## config.mk

```make
export PLATFORM = sky130hd
export DESIGN_NAME = ram_output_reader
export DESIGN_NICKNAME = d
export VERILOG_FILES = /design/src/rtl/ram_output_reader.sv
export SDC_FILE = /design/constraint.sdc
export NUM_CORES = 1
export LEC_CHECK = 0
export CELL_PAD_IN_SITES_DETAIL_PLACEMENT = 2
export CELL_PAD_IN_SITES_GLOBAL_PLACEMENT = 2
export CORE_MARGIN = 2
export CORE_UTILIZATION = 23
export DETAILED_ROUTE_END_ITERATION = 12
export HOLD_SLACK_MARGIN = 0.08
export PLACE_DENSITY_LB_ADDON = 0.3
export SETUP_SLACK_MARGIN = 0.02
export SLEW_MARGIN = 20
export SYNTH_ARGS = -nofsm -noshare
export SYNTH_HDL_FRONTEND = slang
export SYNTH_SLANG_ARGS = --single-unit
export TNS_END_PERCENT = 30
```

## constraint.sdc

```tcl
create_clock -name clk -period 4.12 [get_ports clk]
set_input_delay 0.412 -clock clk [delete_from_list [all_inputs] [get_ports clk]]
set_output_delay 0.412 -clock clk [all_outputs]
set_load 0.01 [all_outputs]
```

## src/rtl/ram_output_reader.sv

```systemverilog
// Drains the output RAM from address 0 upward and presents the words as an
// AXI-Stream master, keeping a tag pipeline in lockstep with the RAM's gated read path.
module ram_output_reader #(
   parameter int DEPTH      = 192,
   parameter int WIDTH      = 32,
   parameter int LATENCY    = 2,
   parameter int ADDR_WIDTH = $clog2(DEPTH)
) (
   input  logic                  clk,
   input  logic                  rn,
   input  logic                  start,
   input  logic [ADDR_WIDTH:0]   count,
   output logic                  busy,
   output logic                  done,
   output logic                  ram_en,
   output logic [ADDR_WIDTH-1:0] ram_addr,
   input  logic [WIDTH-1:0]      ram_dout,
   output logic [WIDTH-1:0]      m_data,
   output logic                  m_valid,
   input  logic                  m_ready,
   output logic                  m_last
);

   typedef enum logic [1:0] {IDLE, ISSUE, FLUSH} state_t;

   localparam logic [ADDR_WIDTH:0] DEPTH_W = (ADDR_WIDTH+1)'(DEPTH);
   localparam logic [ADDR_WIDTH:0] ONE_W   = (ADDR_WIDTH+1)'(1);

   state_t                state_q, state_d;
   logic [ADDR_WIDTH:0]   n_q;
   logic [ADDR_WIDTH:0]   n_clamped;
   logic [ADDR_WIDTH-1:0] addr_q;
   logic [LATENCY-1:0]    tag_v;
   logic [LATENCY-1:0]    tag_l;
   logic                  done_q, done_d;
   logic                  adv, accept, ins_v, ins_l, is_last, beat_last;

   assign n_clamped = (count > DEPTH_W) ? DEPTH_W : count;
   assign busy      = (state_q != IDLE);
   assign m_valid   = tag_v[LATENCY-1];
   assign m_last    = tag_l[LATENCY-1];
   assign m_data    = ram_dout;
   // Stalling only on a presented-but-unaccepted word keeps tags aligned with RAM data.
   assign adv       = busy & (~m_valid | m_ready);
   assign ram_en    = adv;
   assign ram_addr  = addr_q;
   assign done      = done_q;
   assign is_last   = ({1'b0, addr_q} == (n_q - ONE_W));
   assign beat_last = m_valid & m_ready & m_last;

   always_ff @(posedge clk or negedge rn) begin
      if (!rn) state_q <= IDLE;
      else     state_q <= state_d;
   end

   always_comb begin
      state_d = state_q;
      done_d  = 1'b0;
      accept  = 1'b0;
      ins_v   = 1'b0;
      ins_l   = 1'b0;
      case (state_q)
         IDLE: begin
            if (start) begin
               accept = 1'b1;
               if (n_clamped == '0) done_d  = 1'b1;
               else                 state_d = ISSUE;
            end
         end
         ISSUE: begin
            if (adv) begin
               ins_v = 1'b1;
               ins_l = is_last;
               if (is_last) state_d = FLUSH;
            end
         end
         FLUSH:   ;
         default: state_d = IDLE;
      endcase
      if (busy && beat_last) begin
         state_d = IDLE;
         done_d  = 1'b1;
      end
   end

   always_ff @(posedge clk or negedge rn) begin
      if (!rn) begin
         n_q    <= '0;
         addr_q <= '0;
         tag_v  <= '0;
         tag_l  <= '0;
         done_q <= 1'b0;
      end else begin
         done_q <= done_d;
         if (accept) begin
            n_q    <= n_clamped;
            addr_q <= '0;
         end else if (ins_v && !ins_l) begin
            addr_q <= addr_q + 1'b1;
         end
         // Final handshake retires the drain; FLUSH bubbles still in the tags are dropped.
         if (busy && beat_last) begin
            tag_v <= '0;
            tag_l <= '0;
         end else if (adv) begin
            for (int unsigned i = 1; i < LATENCY; i++) begin
               tag_v[i] <= tag_v[i-1];
               tag_l[i] <= tag_l[i-1];
            end
            tag_v[0] <= ins_v;
            tag_l[0] <= ins_l;
         end
      end
   end

endmodule

```

* Word-level counts from Yosys, hierarchy flattened
Cells that the tools add are included.
** Cells by class
- Order comparisons :: 1
- Equality and inequality tests :: 8
- Bitwise operators :: 5
- Reduce and logical (&&, ||, !) cells :: 9
- $add $sub $neg :: 2
- Mux-type cells :: 23
** Operators with widths (count)
- $mux W2 :: 9
- $mux W8 :: 2
- $ne A3 B3 Y1 const B :: 4
- $mux W1 :: 10
- $eq A8 B9 Y1 :: 1
- $gt A9 B8 Y1 const B :: 1
- $logic_not A9 Y1 :: 1
- $mux W9 :: 1
- $sub A9 B1 Y9 const B :: 1
- $add A8 B1 Y8 const B :: 1
- $pmux W2 S3 :: 1
- $reduce_bool A2 Y1 :: 3
- $reduce_and A5 Y1 :: 1
- $and A1 B1 Y1 :: 3
- $eq A2 B1 Y1 const B :: 1
- $eq A2 B2 Y1 const B :: 1
- $logic_and A1 B1 Y1 :: 2
- $logic_not A2 Y1 :: 1
- $ne A2 B2 Y1 const B :: 1
- $logic_not A1 Y1 :: 1
- $not A1 Y1 :: 1
- $or A1 B1 Y1 :: 1
** Storage, ports and cells
- Register bits after elaboration :: 24
- Word-level logic and storage cells :: 54
- Output and inout port bits :: 45

* Logic depth before layout (Yosys ltp)
Gate-level depths: netlist (run 1).
- Depth in word-level cells :: 9
- Gate-level depth with buffers :: 9
- Depth with buffers taken out :: 9

* Least setup slack after synthesis (run 1)
Ideal clock, no wire load.
- Path type :: reg-to-reg
- From :: register n_q[0]
- To :: register addr_q[6], in the netlist ram_addr[6]
- Path buffers :: 0
- Arrival time :: 2.160 ns
- Clock period less this slack :: 2.239 ns
- Setup slack :: 1.881 ns
- Stages on the path, launching flop included :: 10
- Library setup time :: 0.079 ns
- Cells stage by stage :: dfrtp_1 -> inv_1 -> ha_1 -> nor3b_2 -> nand2_1 -> or4_1 -> a32oi_2 -> a21oi_4 -> nand4_1 -> mux2i_1
** On the way
- Longest elaborated chain between the ends :: 7
** Ends and longest elaborated chain
- start: declaration :: RTL line 30 : logic [ADDR_WIDTH:0] n_q;
- start signal: assignment :: RTL line 96 : n_q <= n_clamped;
- $sub A9 B1 Y9 :: RTL line 48 : assign is_last = ({1'b0, addr_q} == (n_q - ONE_W));
- $eq A8 B9 Y1 :: RTL line 48
- $mux W1 :: RTL line 71 : if (adv) begin
- $mux W1 :: RTL line 62 : case (state_q)
- $logic_not A1 Y1 :: RTL line 98 : end else if (ins_v && !ins_l) begin
- $logic_and A1 B1 Y1 :: RTL line 98
- $reduce_bool A2 Y1 (no source line)
- end signal: assignment :: RTL line 99 : addr_q <= addr_q + 1'b1;
- end: declaration :: RTL line 32 : logic [ADDR_WIDTH-1:0] addr_q;
Every way passes these cells.
A chain may end at the register's enable or synchronous reset.

* Worst setup path in the final report (run 1)
- From :: register n_q[0]
- To :: register addr_q[5], in the netlist ram_addr[5]
The elaborated chain is that of the path after synthesis.

==> metrics, run 1 <==
kind of critical path register to register; die area 8060 µm²; register area share after synthesis a little over a third; Flop pwr share 38.0%; Crit. End Element register; Slew @ Worst Pin 0.785 ns; Post-Route WL around 4.2 mm; via count around 1300; clock sinks 24; Worst Path Required ~4.3 ns; post-synthesis cell count 183; complex-gate fraction of the synthesized area between 10% and 20%; Synth Area in XOR/XNOR approximately 4.7%; Worst R2R Setup Slack between 1.5 and 2 ns; sequence of cells on the critical path inv_1, ha_1, nor3b_2, nand2_1, or4_1, a32oi_2, a21oi_4, nand4_1, mux2i_1; Initial DRC Count 51; Fmax 399 MHz; total power divided by cell area 607 nW/µm²; global-route wire length before repair 7.16 mm; final period utilization between 60% and 70%; largest family of logic cells by synthesized area simple AND/OR/NAND/NOR gates; Rows 31; Non-Filler Instances between 200 and 300; Lkg Pwr 0.803 nW; final-report setup violation count 0; RSZ-0062 raised after global routing no; setup slack after layout 1.62 ns; Logic pwr share 49.3%; P_int roughly 0.64 mW; synth unique cells 45; Post-Syn Nets between 200 and 250; Slew HR 47.3%; H-tree Lvls 1; final hold violations 0; gr ovfl total 0; Post-synth top flop dfrtp_1; slowest stage delay, CP 0.48 ns; Avg Inst Size Synth 9.25 µm²; vias in the first global route 1387; Crit-path slowest cell dfrtp_1; HPWL after DPL 3.31 mm; vias per cell 4.63; Detail Route Antenna Nets 0; WHS 0.495 ns; total CTS buffers 3; port bufs 25; Root Driver clkbuf_8; Post-Synth Adder-Cell Area roughly 1.5%; Placer Congestion 0.713; initial antenna violation count 0; CP Data Arrival Time 2.70 ns; Slew Viols, Final 0; Max FO, Critical Path 9; drt pass-1 iters 4; Antenna Cells 0; status completed; #FFs+latches synth 24; largest net degree at the start of global routing 25; maxcap violations 0; number of synthesized flops with an enable pin 0; Post-CTS Repair Setup Buffers 0; sw frac 43.2%; cell count after placement between 200 and 300; Post-Synth Simple-Gate Area 21.1%; layout cells sized above 1 roughly 8.0%; synthesized cell area 1690 µm²; HP Class input pin to asynchronous set/reset pin; synth warn 0; Core Area 7180 µm²; area grow syn2layout 9.24%; Hold Buf Count CTS 0; CTS tree yes; Die Ht 89.8 µm; TNS Setup 0 ns; Max Root-Sink Buffers 2; Worst VDD drop 0.000198 V; Initial Util 23.6%; clock-pin transition on the worst setup and hold timing paths 0.09 ns; clock network power share 12.7%; All-Layer GR Usage between 10 and 15%; post-synthesis mux area share 4.80%; Place WS around 1.5 ns; Die W 89.8 µm; final design utilization 25.8%; Post-CTS Resized 0; Clock Skews 0.00549 ns; Net Switching 0.485 mW; drt wl/cell 15.4 µm; Layout Nets 224; I/O pin count 90; DRC viols 0; Final min period 2.50 ns; Async SR Flop Fraction 100%; Startpoint Class register; Clock Latency Late Sink 0.27 ns
-- cell families after synthesis --
kind of cell	Yosys count
compound gates	33
xor+xnor	9
fa+ha+maj	2
buf+inv	43
flops	24
mux	8
simple gates	64
-- routing by layer --
metal	part of all wire, %	vias to the layer above	global-route usage, %
met5	0	-	0
met4	1.7	0	4.49
met3	3.5	7	1.42
met2	47	23	17.7
met1	48	641	14.7
li1	-	597	-
-- sequential cells by signal, summed over array words and instances, names as in the netlist --
register / cells
tag_l: 2
done: 1
ram_addr: 8
state_q: 2
tag_v: 2
n_q: 9
-- power by group through the flow --
| stage | sequential (mW) | clock (mW) | combinational (mW) |
|---|---|---|---|
| finish | 0.427 | 0.142 | 0.553 |
| global route | 0.443 | 0.160 | 0.624 |
| CTS | 0.428 | 0.150 | 0.566 |
| detailed placement | 0.433 | 0 | 0.563 |
| global placement | 0.433 | 0 | 0.554 |
| floorplan | 0.395 | 0 | 0.427 |
-- cell usage in the layout, fill, tap and decap left out, drive strengths merged, types with 2 or more instances in the layout --
cell type and count:
a21o 2, and3 3, dfrtp 24, clkdlybuf4s50 25
clkbuf 3, a22o 6, or3 2, xor2 5
a21oi 7, nor2 7, nand4 6, mux2i 7
nor3 3, or4 3, nand2 25, nand2b 6
nor2b 2, o21ai 7, nor4 2, a311oi 2
xnor2 4, inv 6, ha 2
-- cell type report --
class,count,area (µm²)
repair buffers,26,258
clock buffers,3,41.3
fillers,817,5330
flip-flops and latches,24,601
inverters,6,22.5
multi-input cells,116,803
well taps,99,124
-- per-stage QoR --
stage	area [µm²]	total power [mW]
2_1_floorplan	1690	0.822
3_3_place_gp	1810	0.987
3_5_place_dp	1810	0.996
4_1_cts	1850	1.14
5_1_grt	1850	1.23
6_report	1850	1.12
-- path summary, 6_finish.rpt --
| kind | depth (start not counted) | endpoint | from |
|---|---|---|---|
| max | 9 | ram_addr[5] | n_q[0] |
| max in group asynchronous | 2 | n_q[7] | rn |
| min in group clk | 1 | tag_v[0] | tag_v[0] |
| min | 2 | ram_addr[0] | rn |
| max reg2reg | 9 | ram_addr[5] | n_q[0] |
| min reg2reg | 1 | tag_v[0] | tag_v[0] |
-- cell usage after synthesis, types with 2 or more instances --
cell type / number / area [µm²]
a21oi_1: 6 / 30.0
xor2_1: 5 / 43.8
ha_1: 2 / 25.0
a311oi_1: 2 / 17.5
nor2b_1: 2 / 12.5
a21o_1: 2 / 15.0
nor2_1: 7 / 26.3
and3_1: 3 / 18.8
dfrtp_1: 24 / 601
o21ai_1: 2 / 10.0
xnor2_1: 4 / 35.0
clkbuf_1: 4 / 15.0
inv_1: 6 / 22.5
nand2b_1: 6 / 37.5
nand4_1: 6 / 37.5
a22o_1: 5 / 43.8
or4_1: 2 / 15.0
buf_4: 32 / 240
mux2i_1: 7 / 70.1
nand2_1: 25 / 93.8
o21ai_0: 5 / 25.0
nor3_1: 3 / 15.0
-- worst max-delay path: cells and delay by family (launching register included) --
family                   cells  cell delay [ns]
multiplexers                 1             0.19
adder cells (fa/ha/maj)      1             0.18
AND/OR/NAND/NOR              4             1.00
flip-flops                   1             0.48
buffers and inverters        1             0.09
AO/OA/AOI/OAI                2             0.49
Power figures use the tool's default switching activity.
==> run 2: changes to the inputs <==
--- a/config.mk
+++ b/config.mk
@@ -8,7 +8,7 @@
 export CELL_PAD_IN_SITES_DETAIL_PLACEMENT = 2
 export CELL_PAD_IN_SITES_GLOBAL_PLACEMENT = 2
 export CORE_MARGIN = 2
-export CORE_UTILIZATION = 23
+export CORE_UTILIZATION = 20
 export DETAILED_ROUTE_END_ITERATION = 12
 export HOLD_SLACK_MARGIN = 0.08
 export PLACE_DENSITY_LB_ADDON = 0.3
==> constraint.sdc (replaced) <==
create_clock -name clk -period 2 [get_ports clk]
set_input_delay 0.2 -clock clk [delete_from_list [all_inputs] [get_ports clk]]
set_output_delay 0.2 -clock clk [all_outputs]
set_load 0.01 [all_outputs]
==> run 2 against run 1 <==
The flow now finishes with violations (negative setup slack); setup slack worse by 1.9 ns; count of clock-buffer cells in the layout up 1; worst hold slack worse by 0.22 ns; clock power up 150%; critical path depth down 1; clock skew about the same; final area up 20%; combinational power rose to 3.1 times the previous value; total power rose to 2.6 times the previous value; sequential cell count unchanged; largest cell class unchanged.
==> metrics, run 2 (synthesized netlist as in run 1, its figures left out) <==
status finished with violations (was completed); failing checks negative setup slack; port bufs 25 (unchanged); clock-pin transition on the worst setup and hold timing paths 0.09 ns (about the same); Antenna Cells 0 (unchanged); CTS tree yes (unchanged); final-report setup violation count 11 (was 0); Slew Viols, Final 0 (unchanged); area grow syn2layout 30.8% (was 9.24%); Clock Skews 0.00584 ns (was 0.00549 ns); Startpoint Class register (unchanged); Core Area 8220 µm² (was 7180 µm²); die area 9220 µm² (was 8060 µm²); Worst VDD drop 0.000325 V (was 0.000198 V); initial antenna violation count 0 (unchanged); Placer Congestion 0.741 (was 0.713); Die W 96 µm (was 89.8 µm); Initial DRC Count 35 (was 51); via count 1413 (was 1268); Finished Cell Area 2210 µm² (was 1850 µm²); maxcap violations 0 (unchanged); Slew HR 77.5% (was 47.3%); CP Data Arrival Time 2.49 ns (was 2.70 ns); Largest Register n_q (unchanged); placed instance area 2040 µm² (was 1810 µm²); Layout Nets 259 (was 224); drt pass-1 iters 4 (unchanged); final period utilization 114% (was 60.8%); Rows 33 (was 31); layout cells sized above 1 30.3% (was 8.00%); gr ovfl total 0 (unchanged); Die Ht 96 µm (was 89.8 µm); setup slack after layout -0.271 ns (was 1.62 ns); Fmax 440 MHz (was 399 MHz); vias per cell 4.47 (was 4.63); H-tree Lvls 1 (unchanged); total CTS buffers 3 (unchanged); clock sinks 24 (unchanged); Crit. End Element register (unchanged); Final min period 2.27 ns (was 2.50 ns); Lkg Pwr 1.01 nW (was 0.803 nW); RSZ-0062 raised after global routing yes (was no); drt wl/cell 16.0 µm (was 15.4 µm); Detail Route Antenna Nets 0 (unchanged); global-route wire length before repair 8.20 mm (was 7.16 mm); Clock Latency Late Sink 0.28 ns (was 0.27 ns); All-Layer GR Usage 11.9% (was 10.9%); I/O pin count 90 (unchanged); leading cell type in the layout, fill and taps excluded buf_4; total power divided by cell area 1300 nW/µm² (was 607 nW/µm²); final design utilization 27.0% (was 25.8%); vias in the first global route 1591 (was 1387); Largest register FFs 9 (unchanged); Worst Reg-to-Reg Cells 8 (was 9); Slew @ Worst Pin 0.335 ns (was 0.785 ns); kind of critical path register to register (unchanged); commonest non-fill, non-tap cells in the layout buf_4 (33), clkdlybuf4s50_1 (25), nand2_1 (24), dfrtp_1 (22) (was nand2_1 (25), clkdlybuf4s50_1 (25), dfrtp_1 (24), nor2_1 (7), mux2i_1 (7)); HP Class input pin to asynchronous set/reset pin (unchanged); Max Root-Sink Buffers 2 (unchanged); Max FO, Critical Path 3 (was 9); Hold Buf Count CTS 0 (unchanged); Worst Path Required 2.22 ns (was 4.31 ns); largest net degree at the start of global routing 25 (unchanged); HPWL after DPL 3.84 mm (was 3.31 mm); final hold violations 0 (unchanged); Root Driver clkbuf_8 (unchanged); Post-Route WL 5.06 mm (was 4.23 mm); DRC viols 0 (unchanged); Initial Util 20.6% (was 23.6%)
## run 2: cell count changes in the layout (fill, tap and decap cells not counted), sizes merged
cell    previous run  this run
a21oi              7         8
clkbuf             3         4
buf                1        35
## run 2: final cells by class
class / instances / area [µm²]
Inverter: 6 / 22.5
Tap cell: 105 / 131
Multi-Input combinational cell: 117 / 882
Sequential cell: 24 / 603
Timing Repair Buffer: 60 / 520
Clock buffer: 4 / 55.1
Fill cell: 898 / 6000
## run 2: layer usage
layer | vias to the layer above | routed length, µm | track usage (%)
met1 | 721 | 2160 | 14.4
met5 | - | 0 | 0
met4 | 0 | 80 | 4.17
met3 | 9 | 111 | 1.41
met2 | 14 | 2700 | 21.4
li1 | 669 | - | -
## run 2: report_power, final
part	switching (mW)	leakage (nW)	internal [mW]	total, mW
registers	0.174	0.311	0.627	0.801
clock network	0.174	0.0288	0.176	0.350
logic	0.836	0.672	0.897	1.73
## run 2: critical path, cell delays in order, from the launching register on
cell	delay (ns)
dfrtp_1	0.42
or4_4	0.58
nor3_2	0.25
o21ai_2	0.11
a211oi_4	0.34
buf_4	0.19
buf_4	0.10
buf_4	0.09
a32o_1	0.14
## run 2: through the flow
step                      setup TNS [ns]  hold WS, ns  instances  setup slack (ns)  power [mW]
after global placement             -1.31        0.400        304            -0.172        2.30
after global routing               -3.19        0.304        316            -0.341        3.12
after floorplan                    -1.10      -0.0956        183            -0.154        1.73
after CTS                          -2.01        0.296        316            -0.223        2.88
after detailed placement           -2.17        0.400        304            -0.257        2.33
final                              -2.10        0.274        316            -0.271        2.88
## run 2: repair_timing
| action | CTS | global route |
|---|---|---|
| endpoints found under the setup margin | 11 | 12 |
| resized for setup | 9 | 7 |
| cloned | 1 | 0 |
| pin swaps | 17 | 3 |
| buffers inserted | 7 | 0 |
## run 2: worst paths after layout
kind / from / to / slack, ns
setup / recovery: n_q[3] / tag_l[0] / -0.27
hold / removal: rn / n_q[7] / 0.27
setup reg to reg: n_q[3] / tag_l[0] / -0.27
hold reg to reg: tag_v[0] / tag_v[0] / 0.50
max in group asynchronous: rn / n_q[0] / 1.43
min in group clk: ram_dout[13] / m_data[13] / 0.40
